`src/rtl/game_pkg.sv`:
```
// Shared constants for the game front-end and gameController.
//   DIR_*    move codes carried on the dir bus (DIR_IDLE = no move)
//   BTN_*    bit positions of the buttons in the top-level button vector
//   pick_dir lowest-code move among simultaneous press events
package game_pkg;

    localparam int DIR_W = 3;

    typedef logic [DIR_W-1:0] dir_t;

    localparam dir_t DIR_UP    = 3'd0;
    localparam dir_t DIR_DOWN  = 3'd1;
    localparam dir_t DIR_LEFT  = 3'd2;
    localparam dir_t DIR_RIGHT = 3'd3;
    localparam dir_t DIR_IDLE  = 3'd4;

    // Button vector layout: move buttons sit at the index equal to their
    // dir code, so the arbiter can emit the bit index directly.
    localparam int NUM_MOVES = 4;
    localparam int NUM_BTN   = 5;
    localparam int BTN_RESET = 4;

    function automatic dir_t pick_dir(input logic [NUM_MOVES-1:0] ev);
        pick_dir = DIR_IDLE;
        for (int i = NUM_MOVES - 1; i >= 0; i--) begin
            if (ev[i]) pick_dir = DIR_W'(i);
        end
    endfunction

endpackage

```
`src/rtl/dir_input_encoder_if.sv`:
```
// Button / move bus between the board-side buttons and the encoder.
//   btn_*            raw asynchronous buttons, active-high
//   dir              registered move code (DIR_IDLE when no move)
//   game_rst         registered active-high reset to gameController
//   cooldown_active  registered, high while moves are dropped
// master = button/controller side, slave = encoder.
interface dir_input_encoder_if;
    import game_pkg::*;

    logic btn_up;
    logic btn_down;
    logic btn_left;
    logic btn_right;
    logic btn_reset;
    dir_t dir;
    logic game_rst;
    logic cooldown_active;

    modport master (
        output btn_up, btn_down, btn_left, btn_right, btn_reset,
        input  dir, game_rst, cooldown_active
    );

    modport slave (
        input  btn_up, btn_down, btn_left, btn_right, btn_reset,
        output dir, game_rst, cooldown_active
    );

endinterface

```
`src/rtl/btn_debounce.sv`:
```
// One button lane: 2-flop synchronizer, stability counter, press detect.
//   clk, rst_n  clock / async active-low reset
//   raw         asynchronous button input
//   level       debounced button level
//   press       one-cycle pulse on an accepted 0->1 change of level
module btn_debounce #(
    parameter int DEBOUNCE_CYCLES = 500000
) (
    input  logic clk,
    input  logic rst_n,
    input  logic raw,
    output logic level,
    output logic press
);

    localparam int            CNT_W   = $clog2(DEBOUNCE_CYCLES + 1);
    localparam logic [CNT_W-1:0] CNT_MAX = CNT_W'(DEBOUNCE_CYCLES);

    logic             meta;
    logic             sync;
    logic [CNT_W-1:0] cnt;

    always_ff @(posedge clk or negedge rst_n) begin
        if (!rst_n) begin
            meta  <= 1'b0;
            sync  <= 1'b0;
            cnt   <= '0;
            level <= 1'b0;
            press <= 1'b0;
        end else begin
            meta  <= raw;
            sync  <= meta;
            press <= 1'b0;
            if (sync == level) begin
                cnt <= '0;
            end else if (cnt == CNT_MAX) begin
                // Accept the new level; press is registered alongside it so
                // the event and the level change land on the same edge.
                level <= sync;
                press <= sync;
                cnt   <= '0;
            end else begin
                cnt <= cnt + 1'b1;
            end
        end
    end

endmodule

```
`src/rtl/dir_input_encoder.sv`:
```
// Push-button front-end for gameController.
//   clk, rst_n  clock / async active-low reset
//   bus         dir_input_encoder_if.slave: raw buttons in; dir, game_rst,
//               cooldown_active out (all registered)
// Five debounce lanes feed a registered arbiter. A reset-button press
// restarts the game_rst pulse and wins over any move; an issued move opens
// a cooldown window that drops (never queues) later move presses.
module dir_input_encoder
    import game_pkg::*;
#(
    parameter int DEBOUNCE_CYCLES  = 500000,
    parameter int COOLDOWN_CYCLES  = 256,
    parameter int RST_PULSE_CYCLES = 4
) (
    input  logic                clk,
    input  logic                rst_n,
    dir_input_encoder_if.slave  bus
);

    localparam int              RW       = (RST_PULSE_CYCLES > 1) ? $clog2(RST_PULSE_CYCLES) : 1;
    localparam logic [RW-1:0]   RST_LAST = RW'(RST_PULSE_CYCLES - 1);
    localparam int              CW       = (COOLDOWN_CYCLES > 0) ? $clog2(COOLDOWN_CYCLES + 1) : 1;
    localparam logic [CW-1:0]   CD_LOAD  = CW'(COOLDOWN_CYCLES);
    // With a zero-length cooldown the flag never rises.
    localparam logic            CD_EN    = (COOLDOWN_CYCLES != 0);

    logic [NUM_BTN-1:0] raw;
    logic [NUM_BTN-1:0] level;
    logic [NUM_BTN-1:0] press;
    logic [NUM_BTN-1:0] ev;

    dir_t          dir_q;
    logic          game_rst_q;
    logic          cd_q;
    logic [RW-1:0] rst_cnt;
    logic [CW-1:0] cd_cnt;
    logic          move_ok;

    assign raw = {bus.btn_reset, bus.btn_right, bus.btn_left, bus.btn_down, bus.btn_up};

    btn_debounce #(
        .DEBOUNCE_CYCLES (DEBOUNCE_CYCLES)
    ) u_btn [NUM_BTN-1:0] (
        .clk   (clk),
        .rst_n (rst_n),
        .raw   (raw),
        .level (level),
        .press (press)
    );

    // press and level move on the same edge, so gating by level only
    // restates that an event belongs to a button currently held.
    assign ev = press & level;

    // Idle-before-issue keeps dir from being non-idle on adjacent cycles
    // even when cooldown is disabled.
    assign move_ok = (|ev[NUM_MOVES-1:0]) && !game_rst_q && !cd_q && (dir_q == DIR_IDLE);

    always_ff @(posedge clk or negedge rst_n) begin
        if (!rst_n) begin
            dir_q      <= DIR_IDLE;
            game_rst_q <= 1'b1;
            rst_cnt    <= '0;
            cd_q       <= 1'b0;
            cd_cnt     <= '0;
        end else begin
            dir_q <= DIR_IDLE;
            if (ev[BTN_RESET]) begin
                game_rst_q <= 1'b1;
                rst_cnt    <= '0;
                cd_q       <= 1'b0;
                cd_cnt     <= '0;
            end else begin
                if (game_rst_q) begin
                    if (rst_cnt == RST_LAST) begin
                        game_rst_q <= 1'b0;
                        rst_cnt    <= '0;
                    end else begin
                        rst_cnt <= rst_cnt + 1'b1;
                    end
                end
                if (move_ok) begin
                    dir_q  <= pick_dir(ev[NUM_MOVES-1:0]);
                    cd_q   <= CD_EN;
                    cd_cnt <= CD_LOAD;
                end else if (cd_q) begin
                    if (cd_cnt == '0) cd_q <= 1'b0;
                    else              cd_cnt <= cd_cnt - 1'b1;
                end
            end
        end
    end

    assign bus.dir             = dir_q;
    assign bus.game_rst        = game_rst_q;
    assign bus.cooldown_active = cd_q;

endmodule
```
`src/flat_wrapper.sv`:
```
// flat-port wrapper written by rule: the top's interface ports become plain ports
module dir_input_encoder_flat import game_pkg::*;
#(
    parameter int DEBOUNCE_CYCLES  = 500000,
    parameter int COOLDOWN_CYCLES  = 256,
    parameter int RST_PULSE_CYCLES = 4
)
  (clk, rst_n, bus_btn_up, bus_btn_down, bus_btn_left, bus_btn_right, bus_btn_reset, bus_dir, bus_game_rst, bus_cooldown_active);
  dir_input_encoder_if bus_i ();
  input  logic clk;
  input  logic rst_n;
  input wire logic [$bits(bus_i.btn_up)-1:0] bus_btn_up;
  input wire logic [$bits(bus_i.btn_down)-1:0] bus_btn_down;
  input wire logic [$bits(bus_i.btn_left)-1:0] bus_btn_left;
  input wire logic [$bits(bus_i.btn_right)-1:0] bus_btn_right;
  input wire logic [$bits(bus_i.btn_reset)-1:0] bus_btn_reset;
  output wire logic [$bits(bus_i.dir)-1:0] bus_dir;
  output wire logic [$bits(bus_i.game_rst)-1:0] bus_game_rst;
  output wire logic [$bits(bus_i.cooldown_active)-1:0] bus_cooldown_active;
  assign bus_i.btn_up = bus_btn_up;
  assign bus_i.btn_down = bus_btn_down;
  assign bus_i.btn_left = bus_btn_left;
  assign bus_i.btn_right = bus_btn_right;
  assign bus_i.btn_reset = bus_btn_reset;
  assign bus_dir = bus_i.dir;
  assign bus_game_rst = bus_i.game_rst;
  assign bus_cooldown_active = bus_i.cooldown_active;
  dir_input_encoder #(.DEBOUNCE_CYCLES(DEBOUNCE_CYCLES), .COOLDOWN_CYCLES(COOLDOWN_CYCLES), .RST_PULSE_CYCLES(RST_PULSE_CYCLES)) u_core (.clk(clk), .rst_n(rst_n), .bus(bus_i));
endmodule
```
`config.mk`:
```
export PLATFORM = sky130hd
export DESIGN_NAME = dir_input_encoder_flat
export DESIGN_NICKNAME = d
export VERILOG_FILES = /design/src/rtl/game_pkg.sv /design/src/rtl/dir_input_encoder_if.sv /design/src/rtl/btn_debounce.sv /design/src/rtl/dir_input_encoder.sv /design/src/flat_wrapper.sv
export SDC_FILE = /design/constraint.sdc
export NUM_CORES = 1
export LEC_CHECK = 0
export ABC_AREA = 1
export BUFFER_PORTS_ARGS = -buffer_cell sky130_fd_sc_hd__buf_4
export CAP_MARGIN = 20
export CORE_MARGIN = 2
export CORE_UTILIZATION = 55
export DETAILED_ROUTE_END_ITERATION = 10
export PLACE_DENSITY = 0.78
export SETUP_SLACK_MARGIN = 0.1
export SLEW_MARGIN = 20
export SYNTH_ARGS = -nofsm -noshare
export SYNTH_HDL_FRONTEND = slang
export SYNTH_SLANG_ARGS = --single-unit
```
`constraint.sdc`:
```
create_clock -name clk -period 1.6 [get_ports clk]
set_input_delay 0.32 -clock clk [delete_from_list [all_inputs] [get_ports clk]]
set_output_delay 0.32 -clock clk [all_outputs]
set_load 0.02 [all_outputs]
```
==> metrics.txt <==
# TYPE chip_impl_metric gauge
chip_impl_metric{name="p_sw",unit="uW"} 1605
chip_impl_metric{name="area_of_the_placeable_core",unit="sq um"} 13140
chip_impl_info{name="clock_tree.root_cell",value="clkbuf_16"} 1
chip_impl_metric{name="placed_area",unit="sq um"} 7780
chip_impl_info{name="cp-start-kind",value="flip-flop"} 1
chip_impl_metric{name="number_of_setup_violations_in_the_final_report",unit=""} 0
chip_impl_metric{name="grt_start_max_net_pins",unit=""} 39
chip_impl_metric{name="pre_cts_ws",unit="ns"} 0.04319
chip_impl_info{name="combinational_family_with_the_most_area_after_synthesis",value="simple AND/OR/NAND/NOR gates"} 1
chip_impl_metric{name="final.setup.tns",unit="ns"} 0
chip_impl_info{name="critical-path-slowest-cell",value="dfrtp_1"} 1
chip_impl_metric{name="synth.cell_area",unit="sq um"} 7330
chip_impl_metric{name="irDropWorstVdd",unit="V"} 0.0006864
chip_impl_info{name="min_path_type",value="in2reg"} 1
chip_impl_metric{name="clock_power_share",unit="%"} 53.0
chip_impl_metric{name="setup.reg_to_reg.worst_slack",unit="ns"} 0.13
chip_impl_metric{name="timing_max_transition_violations_final",unit=""} 0
chip_impl_metric{name="post_route_cells_drive_above_1_share",unit="%"} 17.91
chip_impl_metric{name="antenna_found_initial",unit=""} 0
chip_impl_metric{name="cts_max_level",unit=""} 4
chip_impl_info{name="endpoint_kind",value="flip-flop"} 1
chip_impl_metric{name="yosysWarnings",unit=""} 0
chip_impl_metric{name="power.switching_fraction",unit="%"} 20.41
chip_impl_metric{name="synth.ff_latch_count",unit=""} 131
chip_impl_metric{name="cts_clk_pin_slew_worst_paths",unit="ns"} 0.05
chip_impl_metric{name="cp.arrival",unit="ns"} 1.76
chip_impl_metric{name="initial_core_utilization",unit="%"} 55.79
chip_impl_metric{name="drc_errors",unit=""} 0
chip_impl_metric{name="placementRows",unit=""} 42
chip_impl_metric{name="worstSkewPairLatency",unit="ns"} 0.42
chip_impl_metric{name="syn-num-nets",unit=""} 960
chip_impl_metric{name="post_synth_and_or_nand_nor_area_fraction",unit="%"} 38.34
chip_impl_metric{name="synth.yosys.seq_area_share",unit="%"} 44.76
chip_impl_metric{name="die_y",unit="um"} 119.4
chip_impl_metric{name="critical_path.max_stage_delay",unit="ns"} 0.42
chip_impl_metric{name="hpwlAfterDp",unit="um"} 10990
chip_impl_metric{name="synth.area.mux_share",unit="%"} 0
chip_impl_metric{name="max_slew.worst_pin.slew",unit="ns"} 0.4226
chip_impl_metric{name="first_global_vias",unit=""} 6034
chip_impl_metric{name="worst_slew_margin_rel",unit="%"} 71.79
chip_impl_metric{name="fp.dieW",unit="um"} 119.4
chip_impl_metric{name="final.fill_count",unit=""} 1040
chip_impl_metric{name="first_pass_iters",unit=""} 5
chip_impl_metric{name="pint",unit="uW"} 6259
chip_impl_metric{name="numPortBuffers",unit=""} 11
chip_impl_info{name="cts_tree",value="done"} 1
chip_impl_metric{name="crit_path_max_fanout",unit=""} 6
chip_impl_metric{name="cellPowerDensity",unit="nW/um^2"} 905.4
chip_impl_metric{name="num-nets-final",unit=""} 1011
chip_impl_metric{name="vias_per_cell",unit=""} 5.268
chip_impl_metric{name="p_leak",unit="uW"} 0.003801
chip_impl_metric{name="postLayoutCellArea",unit="sq um"} 8685
chip_impl_info{name="timing.critical_path.mode_cell",value="nand2_2"} 1
chip_impl_metric{name="place.gp.congestion",unit=""} 0.9326
chip_impl_metric{name="postLayoutSetupSlackWorst",unit="ns"} 0.1330
chip_impl_metric{name="groute.usage.overall",unit="%"} 23.41
chip_impl_metric{name="synth-adder-area-share",unit="%"} 2.048
chip_impl_metric{name="clock-sinks",unit=""} 131
chip_impl_metric{name="diodes",unit=""} 0
chip_impl_info{name="critical_path.cell_chain",value="inv_2 > ha_4 > nand2_2 > nor3_2 > nand3b_1 > nand2_2 > nor2_1"} 1
chip_impl_metric{name="io_pins",unit=""} 12
chip_impl_metric{name="routedWlPerCell",unit="um"} 13.43
chip_impl_metric{name="synth.lib_cells_used.distinct",unit=""} 36
chip_impl_metric{name="grt_overflow",unit=""} 0
chip_impl_metric{name="timing.final.crit_period",unit="ns"} 1.467
chip_impl_metric{name="wire_length_of_the_first_global_routing_pass",unit="um"} 27220
chip_impl_metric{name="fmax",unit="GHz"} 0.6817
chip_impl_metric{name="min_period_over_period",unit="%"} 91.69
chip_impl_metric{name="share_comb_of_total_power",unit="%"} 3.7
chip_impl_metric{name="avgSynthCellArea",unit="sq um"} 7.789
chip_impl_metric{name="die_area",unit="sq um"} 14270
chip_impl_metric{name="cts-root-to-sink-buffers",unit=""} 2
chip_impl_metric{name="final_hold_violation_count",unit=""} 0
chip_impl_info{name="grt_setup_unrepaired",value="true"} 1
chip_impl_info{name="class_of_the_most_critical_setup_path",value="reg2reg"} 1
chip_impl_metric{name="area.growth.synth_to_final",unit="%"} 18.49
chip_impl_metric{name="via_count",unit=""} 6222
chip_impl_metric{name="cts_buffers",unit=""} 17
chip_impl_metric{name="syn_inst",unit=""} 941
chip_impl_metric{name="detail-route-antenna-nets",unit=""} 0
chip_impl_metric{name="synth-compound-area-share",unit="%"} 1.895
chip_impl_metric{name="drt_wl_total",unit="um"} 15860
chip_impl_metric{name="clock_skews",unit="ns"} 0.007245
chip_impl_metric{name="power.share.sequential",unit="%"} 43.3
chip_impl_metric{name="post_synthesis_xor_xnor_area_fraction",unit="%"} 6.538
chip_impl_metric{name="max_cap_violations",unit=""} 0
chip_impl_metric{name="drt_first_iter_violations",unit=""} 445
chip_impl_info{name="status",value="finished, final reports clean"} 1
chip_impl_metric{name="critPathRequiredTime",unit="ns"} 1.89
## sequential cells by signal, summed over array words and instances (netlist names)
register,count
u_core.cd_cnt,9
u_core.u_btn.cnt,95
u_core.u_btn.sync,5
u_core.bus.game_rst,1
u_core.u_btn.level,5
u_core.rst_cnt,2
u_core.u_btn.press,5
u_core.bus.dir,3
u_core.bus.cooldown_active,1
u_core.u_btn.meta,5
## stage by stage
stage	std cells	total power, uW	hold slack [ns]	utilization [%]
after global placement	1140	3716	0.2546	59.22
after global routing	1181	8111	0.0008904	66.10
after CTS	1175	7898	0.004235	64.44
after detailed placement	1140	3724	0.2550	59.22
after floorplan	941	3575	0.02441	-
final	1181	7863	0.01663	66.10
## cells by family after synthesis
kind of cell | after synthesis
simple gates | 595
xor+xnor | 53
flops | 131
buf+inv | 123
compound gates | 27
fa+ha+maj | 12
## layout make-up
class | instances | area, sq um | share of cell area, %
multi-input combinational | 687 | 3765 | 43.35
sequential | 131 | 3288 | 37.86
clock buffer | 22 | 454.2 | 5.230
inverter | 113 | 424.2 | 4.884
timing repair buffer | 42 | 351.6 | 4.048
tap | 176 | 220.2 | 2.536
clock inverter | 10 | 181.4 | 2.089
## power by group through the flow
| stage | registers [uW] | clock network (uW) | logic [uW] |
|---|---|---|---|
| finish | 3410 | 4170 | 291 |
| CTS | 3400 | 4220 | 278 |
| detailed placement | 3460 | 0 | 266 |
| global placement | 3460 | 0 | 259 |
| floorplan | 3450 | 0 | 124 |
| global route | 3410 | 4370 | 335 |
## placed cells by master, fill, tap and decap left out, types with 2 or more instances in the layout
| master | Yosys | final |
|---|---|---|
| ha_1 | 12 | 7 |
| o21ai_0 | 7 | 7 |
| nand3b_1 | 10 | 10 |
| a21oi_1 | 15 | 14 |
| nand3_2 | 7 | 8 |
| dfrtp_2 | 0 | 6 |
| clkinv_2 | 0 | 3 |
| nand2_2 | 17 | 20 |
| nand3_1 | 55 | 52 |
| dfstp_2 | 2 | 2 |
| bufinv_16 | 0 | 5 |
| o21ai_1 | 3 | 3 |
| nand3_4 | 3 | 5 |
| nor3_4 | 1 | 3 |
| nand2_1 | 180 | 171 |
| xor2_1 | 43 | 43 |
| nor3b_1 | 3 | 3 |
| nand2_4 | 0 | 6 |
| buf_4 | 1 | 36 |
| inv_2 | 10 | 14 |
| inv_1 | 102 | 98 |
| nand4_1 | 46 | 46 |
| buf_12 | 0 | 2 |
| dfrtp_1 | 129 | 123 |
| nor2_4 | 10 | 15 |
| nor2_1 | 207 | 199 |
| nor3_1 | 33 | 29 |
| clkbuf_16 | 0 | 17 |
| ha_2 | 0 | 4 |
| nor2_2 | 12 | 15 |
| clkbuf_1 | 4 | 4 |
| dlygate4sd3_1 | 0 | 3 |
| xnor2_1 | 8 | 8 |
| nor3_2 | 8 | 10 |
## critical path: cells and delay by family, from the launching register on
family	cells	cell delay (ns)
AND/OR/NAND/NOR	5	0.65
adder cells (fa/ha/maj)	1	0.14
flip-flops	1	0.42
buffers and inverters	1	0.13
## cells in the mapped netlist
cell / number / area, sq um
a211oi_1: 1 / 7.510
a21oi_1: 15 / 75.07
a31oi_1: 1 / 6.260
buf_1: 1 / 3.750
buf_2: 4 / 20.02
buf_4: 1 / 7.510
clkbuf_1: 4 / 15.01
clkinv_1: 1 / 3.750
dfrtp_1: 129 / 3228
dfstp_2: 2 / 52.55
ha_1: 12 / 150.1
inv_1: 102 / 382.9
inv_2: 10 / 37.54
nand2_1: 180 / 675.7
nand2_2: 17 / 106.4
nand3_1: 55 / 275.3
nand3_2: 7 / 70.07
nand3_4: 3 / 52.55
nand3b_1: 10 / 75.07
nand4_1: 46 / 287.8
nor2_1: 207 / 777.0
nor2_2: 12 / 75.07
nor2_4: 10 / 112.6
nor3_1: 33 / 165.2
nor3_2: 8 / 80.08
nor3_4: 1 / 16.27
nor3b_1: 3 / 22.52
nor4_1: 1 / 6.260
o21ai_0: 7 / 35.03
o21ai_1: 3 / 15.01
or2_1: 1 / 6.260
or2_2: 1 / 6.260
xnor2_1: 8 / 70.07
xnor2_2: 1 / 16.27
xor2_1: 43 / 376.6
xor2_2: 1 / 16.27
## worst paths after layout
kind / cells after the start / startpoint / endpoint
worst max-delay path: 7 / u_core.u_btn[3].cnt[0]$_DFF_PN0_ / u_core.u_btn[3].cnt[2]$_DFF_PN0_
worst min-delay path: 1 / bus_btn_right / u_core.u_btn[3].meta$_DFF_PN0_
worst max register to register: 7 / u_core.u_btn[3].cnt[0]$_DFF_PN0_ / u_core.u_btn[3].cnt[2]$_DFF_PN0_
worst min register to register: 0 / u_core.u_btn[1].meta$_DFF_PN0_ / u_core.u_btn[1].sync$_DFF_PN0_
max in group asynchronous: 3 / rst_n / u_core.bus.dir[2]$_DFF_PN1_
min in group asynchronous: 2 / rst_n / u_core.u_btn[2].cnt[7]$_DFF_PN0_
## metal layers
metal	GRT usage, %	part of all wire, %
met1	30.61	45
met2	38.25	49
met3	5.029	3.9
met4	8.971	2.2
met5	0	0
## repair_timing
item | 4_1_cts | 5_1_grt
gates resized for setup | 5 | 51
hold endpoints to repair | 35 | 0
setup endpoints to repair | 26 | 63
hold buffers | 3 | 0
pin swaps | 0 | 17
buffers inserted | 0 | 6
Note: power is estimated with default switching activity, not from simulation.
